## src/rtl/fastram_pkg.sv

```systemverilog
// Shared types for the Fast RAM sequencer: FSM states, bank limits and the registered output bundle.
// drive_cycle() builds the output bundle for one clock of an active SRAM cycle.
package fastram_pkg;

    typedef enum logic [1:0] {
        ST_IDLE,
        ST_ACCESS,
        ST_ACK,
        ST_RECOVER
    } state_t;

    localparam int         BANKS_4MB = 2;
    localparam int         BANKS_8MB = 4;
    localparam logic [2:0] CPU_SPACE = 3'b111;

    typedef struct packed {
        logic [3:0] ce_n;
        logic       oe_n;
        logic       we_n;
        logic       ub_n;
        logic       lb_n;
        logic       dtack_n;
        logic       dtack_oe;
        logic       ram_access;
    } ram_out_t;

    localparam ram_out_t OUT_IDLE = '{
        ce_n:       4'hF,
        oe_n:       1'b1,
        we_n:       1'b1,
        ub_n:       1'b1,
        lb_n:       1'b1,
        dtack_n:    1'b1,
        dtack_oe:   1'b0,
        ram_access: 1'b0
    };

    // WE only when a write has at least one byte lane strobed.
    function automatic ram_out_t drive_cycle(input logic [1:0] bank,
                                             input logic       rw_n,
                                             input logic       uds_n,
                                             input logic       lds_n);
        ram_out_t o;
        o            = OUT_IDLE;
        o.ce_n[bank] = 1'b0;
        o.oe_n       = ~rw_n;
        o.we_n       = rw_n | (uds_n & lds_n);
        o.ub_n       = uds_n;
        o.lb_n       = lds_n;
        o.dtack_oe   = 1'b1;
        o.ram_access = 1'b1;
        return o;
    endfunction

endpackage

```

## src/rtl/fastram_decode.sv

```systemverilog
// Combinational address decode of a CPU cycle against the autoconfig base; 3-bit modulo offset so the window wraps.
// Zero latency, no backpressure: the controller only samples hit/bank while idle.
module fastram_decode
    import fastram_pkg::*;
(
    input  logic       as_n,
    input  logic [2:0] fc,
    input  logic [2:0] a_high,
    input  logic [2:0] base_ram,
    input  logic       configured_n,
    input  logic       jp6,
    output logic       hit,
    output logic [1:0] bank
);

    logic [2:0] off;
    logic [3:0] limit;

    always_comb begin
        off   = a_high - base_ram;
        limit = jp6 ? 4'(BANKS_8MB) : 4'(BANKS_4MB);
        hit   = ~as_n & ~configured_n & (fc != CPU_SPACE) & ({1'b0, off} < limit);
        bank  = off[1:0];
    end

endmodule

```

## src/rtl/fastram_ctrl.sv

```systemverilog
// Fast RAM cycle sequencer: chip select/strobes one clock after decode, DTACK WAIT_STATES clocks later.
// No backpressure; the CPU ends each cycle by raising AS, then RECOVERY idle clocks block the next decode.
module fastram_ctrl
    import fastram_pkg::*;
#(
    parameter int WAIT_STATES = 1,
    parameter int RECOVERY    = 1,
    parameter int CNT_W       = 3
) (
    input  logic       CLKCPU,
    input  logic       RESET,
    input  logic       AS_CPU_n,
    input  logic       UDS_n,
    input  logic       LDS_n,
    input  logic       RW_n,
    input  logic [2:0] FC,
    input  logic [2:0] A_HIGH,
    input  logic [2:0] BASE_RAM,
    input  logic       RAM_CONFIGURED_n,
    input  logic       JP6,
    output logic [3:0] RAM_CE_n,
    output logic       RAM_OE_n,
    output logic       RAM_WE_n,
    output logic       RAM_UB_n,
    output logic       RAM_LB_n,
    output logic       DTACK_n,
    output logic       DTACK_OE,
    output logic       RAM_ACCESS
);

    localparam logic [CNT_W-1:0] WS_CNT  = CNT_W'(WAIT_STATES);
    localparam logic [CNT_W-1:0] REC_CNT = CNT_W'(RECOVERY);
    localparam logic [CNT_W-1:0] ONE     = CNT_W'(1);

    state_t           state_q, state_d;
    logic [CNT_W-1:0] cnt_q, cnt_d;
    logic [1:0]       bank_q, bank_d;
    logic             rw_q, rw_d;
    ram_out_t         out_q, out_d;

    logic             dec_hit;
    logic [1:0]       dec_bank;

    fastram_decode u_decode (
        .as_n         (AS_CPU_n),
        .fc           (FC),
        .a_high       (A_HIGH),
        .base_ram     (BASE_RAM),
        .configured_n (RAM_CONFIGURED_n),
        .jp6          (JP6),
        .hit          (dec_hit),
        .bank         (dec_bank)
    );

    always_comb begin
        state_d = state_q;
        cnt_d   = cnt_q;
        bank_d  = bank_q;
        rw_d    = rw_q;
        out_d   = OUT_IDLE;
        case (state_q)
            ST_IDLE: begin
                if (dec_hit) begin
                    bank_d = dec_bank;
                    rw_d   = RW_n;
                    out_d  = drive_cycle(dec_bank, RW_n, UDS_n, LDS_n);
                    if (WS_CNT == '0) begin
                        state_d       = ST_ACK;
                        cnt_d         = '0;
                        out_d.dtack_n = 1'b0;
                    end else begin
                        state_d = ST_ACCESS;
                        cnt_d   = WS_CNT;
                    end
                end
            end
            ST_ACCESS, ST_ACK: begin
                // AS going high ends the cycle whether or not DTACK was reached (abort/retry).
                if (AS_CPU_n) begin
                    if (REC_CNT == '0) begin
                        state_d = ST_IDLE;
                        cnt_d   = '0;
                    end else begin
                        state_d = ST_RECOVER;
                        cnt_d   = REC_CNT;
                    end
                end else begin
                    out_d = drive_cycle(bank_q, rw_q, UDS_n, LDS_n);
                    if (state_q == ST_ACK || cnt_q <= ONE) begin
                        state_d       = ST_ACK;
                        cnt_d         = '0;
                        out_d.dtack_n = 1'b0;
                    end else begin
                        cnt_d = cnt_q - ONE;
                    end
                end
            end
            ST_RECOVER: begin
                if (cnt_q <= ONE) begin
                    state_d = ST_IDLE;
                    cnt_d   = '0;
                end else begin
                    cnt_d = cnt_q - ONE;
                end
            end
            default: begin
                state_d = ST_IDLE;
                cnt_d   = '0;
            end
        endcase
    end

    always_ff @(posedge CLKCPU) begin
        if (RESET) begin
            state_q <= ST_IDLE;
            cnt_q   <= '0;
            bank_q  <= '0;
            rw_q    <= 1'b1;
            out_q   <= OUT_IDLE;
        end else begin
            state_q <= state_d;
            cnt_q   <= cnt_d;
            bank_q  <= bank_d;
            rw_q    <= rw_d;
            out_q   <= out_d;
        end
    end

    assign RAM_CE_n   = out_q.ce_n;
    assign RAM_OE_n   = out_q.oe_n;
    assign RAM_WE_n   = out_q.we_n;
    assign RAM_UB_n   = out_q.ub_n;
    assign RAM_LB_n   = out_q.lb_n;
    assign DTACK_n    = out_q.dtack_n;
    assign DTACK_OE   = out_q.dtack_oe;
    assign RAM_ACCESS = out_q.ram_access;

endmodule

```

## config.mk

```make
export PLATFORM = sky130hd
export DESIGN_NAME = fastram_ctrl
export DESIGN_NICKNAME = d
export VERILOG_FILES = /design/src/rtl/fastram_pkg.sv /design/src/rtl/fastram_decode.sv /design/src/rtl/fastram_ctrl.sv
export SDC_FILE = /design/constraint.sdc
export NUM_CORES = 1
export LEC_CHECK = 0
export CAP_MARGIN = 20
export CORE_MARGIN = 1.5
export CORE_UTILIZATION = 40
export DETAILED_ROUTE_END_ITERATION = 8
export GPL_TIMING_DRIVEN = 0
export MAX_ROUTING_LAYER = met4
export PLACE_DENSITY = 0.71
export SKIP_CTS_REPAIR_TIMING = 1
export SLEW_MARGIN = 30
export SYNTH_ARGS = -nofsm -noshare
export SYNTH_HDL_FRONTEND = slang
export SYNTH_SLANG_ARGS = --single-unit
```

## constraint.sdc

```tcl
create_clock -name CLKCPU -period 2.4 [get_ports CLKCPU]
set_clock_uncertainty 0.1 [all_clocks]
set_input_delay 0.24 -clock CLKCPU [delete_from_list [all_inputs] [get_ports CLKCPU]]
set_output_delay 0.24 -clock CLKCPU [all_outputs]
set_load 0.02 [all_outputs]
```

==> impl_metrics.toml <==
[route]
routed_wl_um = 2420
vias_per_cell = 5.38
ant_nets = 0
vias = 979
drt_iter0_drc = 9
avgRoutedWirePerCell_um = 13.3
first_pass_iters = 6
route.detailed.drc = 0

[sta]
final_max_slew_viol_count = 0
slew_headroom_pct = 65.5
period_needed_ps = 2370
setup_viol_count_final = 0
worst_pin_slew_ps = 518
hold_violations = 0
rsz0062_at_grt = "true"
tns_ps = 0
fin_hold_ws_ps = 148
period_share_pct = 98.6
clock.fmax_mhz = 422

[hold_path]
hold_class = "input pin to flip-flop"
holdPathEnd = "bank_q[0]$_SDFFE_PP0P_"
hold_depth = 3
min_from = "BASE_RAM[0]"

[worst_setup_path]
cp-end-kind = "flip-flop"
cp_cell_sequence = "buf_8, inv_8, ha_4, fa_2, xnor2_2, xnor2_1, ha_2, o31a_1, a311o_1, buf_6, nor3_4, o211ai_1"
r2r_end = "RAM_CE_n[1]$_SDFF_PP1_"
rr_worst_depth = 7
path_delay_family = "adder cells"
critPathSlowestCell = "fa_2"
cp.arrival_ps = 2440
max_stage_delay_ps = 390
cp-start-kind = "input pin"
crit_buf_inv = 3
rrSetupSlack_ps = 250
cp.required_ps = 2480
r2r_start = "state_q[0]$_SDFFE_PP0P_"
critical_path_class = "input pin to flip-flop"
worstPathMaxFanout = 8

[final_layout]
regArea_um2 = 360
final_cell_mix = "clkdlybuf4s50_1 (23), dfxtp_1 (18), inv_1 (10), o21ai_0 (10), nor2_1 (8)"
area_growth_pct = 44.0
fillers = 222
drive_gt1_share_pct = 17.8
nets = 180
multi_input_area_um2 = 656
layout_commonest_cell = "clkdlybuf4s50_1"
diodes = 0

[synth]
ys_types = 40
synth_nets = 144
synthTopCellsByArea = "dfxtp_1 (35%), ha_1 (11%), o21ai_0 (5.8%)"
yosys.area_share.simple_pct = 18.5
yosysSeqAreaShare_pct = 34.5
synthMuxAreaShare_pct = 0
synth_compound_area_share_pct = 24.3
synth-seq-cells = 18
ys_warn_count = 0
synth_fa_ha_area_share_pct = 12.7
synthCells = 117
synth_top_cell_area_share_pct = 34.5
synthesis.area_um2 = 1040
yosys.area.top_type = "dfxtp_1"
synth-xor-area-share_pct = 1.68
synth_top_family_by_area = "compound AO/OA/AOI/OAI gates"
synth.avg_cell_area_um2 = 8.92

[clock_network]
cts_tree = "done"
cts_buffers = 3
clock_path_buffers = 2
clock_latency_ps = 290
root_buffer = "clkbuf_4"
clkSlewWorstSetupHoldPaths_ps = 100
cts_num_sinks = 18
h-tree-depth = 1

[global_routing]
grt_pass1_vias = 964
grt_max_degree = 11
grt_pass1_wl_um = 3970
antenna_found_initial = 0
grt_usage_pct = 19.5
grt-ovfl-total = 0

[die]
core_area_um2 = 2480
placementRows = 18
dieWidth_um = 54.1
dieArea_um2 = 2920
die_h_um = 54.1
start_util_pct = 42.1
ios = 28

[power]
leakage_nw = 0.591
powerDensity_nw_per_um2 = 721
peakVddDrop_uv = 490

[run_status]
status = "completed"

[place]
hpwl_um = 1830
port_buffers = 27
place_congestion = 0.794

[run]
maxCapViolations = 0
## worst max path at each step
stage / from / end / slack (ps) / depth (start not counted)
2_1_floorplan: A_HIGH[0] / rw_q$_SDFFE_PP1P_ / -140 / 10
3_3_place_gp: A_HIGH[0] / rw_q$_SDFFE_PP1P_ / -830 / 11
3_5_place_dp: A_HIGH[0] / rw_q$_SDFFE_PP1P_ / -840 / 11
4_1_cts: A_HIGH[0] / rw_q$_SDFFE_PP1P_ / -530 / 11
5_1_grt: A_HIGH[0] / RAM_CE_n[1]$_SDFF_PP1_ / -70 / 12
6_report: A_HIGH[0] / RAM_CE_n[1]$_SDFF_PP1_ / 30 / 12
## registers in the layout, indices dropped and copies added (netlist names)
| name | count |
|---|---|
| DTACK_OE | 1 |
| DTACK_n | 1 |
| RAM_CE_n | 4 |
| RAM_LB_n | 1 |
| RAM_OE_n | 1 |
| RAM_UB_n | 1 |
| RAM_WE_n | 1 |
| bank_q | 2 |
| cnt_q | 3 |
| rw_q | 1 |
| state_q | 2 |
## power by group
group / internal, mW / switching, mW
sequential: 0.342 / 0.0257
clock: 0.0925 / 0.0961
combinational: 0.256 / 0.272
total: 0.690 / 0.393
## cell type report
cell class                 count  share of cell area [%]
buffer                         6                    2.75
timing repair buffer          31                    21.2
sequential                    18                    24.0
clock buffer                   4                    2.41
multi-input combinational     81                    43.6
tap                           30                    2.50
inverter                      12                    3.50
## Yosys cell counts (all sizes together)
cell	instances
dfxtp	18
o22a	1
o21ai	14
a211oi	3
inv	12
a311o	1
a21oi	5
buf	3
nor2	9
o211ai	2
and4	1
a311oi	1
o31a	1
clkbuf	3
and3	1
nand3	4
and2	1
a2111o	2
nor3	3
o21a	1
o21ba	1
or4b	1
nand4b	1
o21bai	1
or3	1
nand3b	4
a221oi	1
nor3b	1
nand2b	3
ha	9
xnor2	2
nor2b	1
nand2	1
a211o	1
fa	1
o31ai	2
## logic make-up (layout without fill, tap and decap cells)
family / Yosys count / count (layout)
AO/OA/AOI/OAI: 37 / 37
XOR/XNOR: 2 / 2
adder cells (fa/ha/maj): 10 / 10
buffers and inverters: 18 / 53
flip-flops: 18 / 18
AND/OR/NAND/NOR: 32 / 32
## through the flow
| stage | power, mW | utilization (%) | area (um2) | instances | setup WS [ps] |
|---|---|---|---|---|---|
| floorplan | 0.690 | - | 1090 | 117 | -143 |
| global placement | 0.829 | 56.3 | 1400 | 174 | -833 |
| detailed placement | 0.846 | 56.3 | 1400 | 174 | -842 |
| CTS | 1.03 | 57.8 | 1430 | 178 | -528 |
| global route | 1.16 | 60.7 | 1500 | 182 | -70.4 |
| finish | 1.08 | 60.7 | 1500 | 182 | 32.9 |
## metal layers
| layer | GRT usage [%] | vias up | part of all wire, % | wire length [um] |
|---|---|---|---|---|
| met5 | - | - | 0 | 0 |
| met4 | 8.75 | 0 | 1.7 | 41 |
| met3 | 5.28 | 6 | 4.0 | 97 |
| met2 | 36.6 | 21 | 53 | 1280 |
| met1 | 18.4 | 466 | 41 | 994 |
| li1 | - | 486 | - | - |
## tightest hold or removal path: cells and delay by family
family | cells | cell delay, ps
buffers and inverters | 1 | 70
AO/OA/AOI/OAI | 1 | 60
adder cells (fa/ha/maj) | 1 | 130
Power figures use the tool's default switching activity.
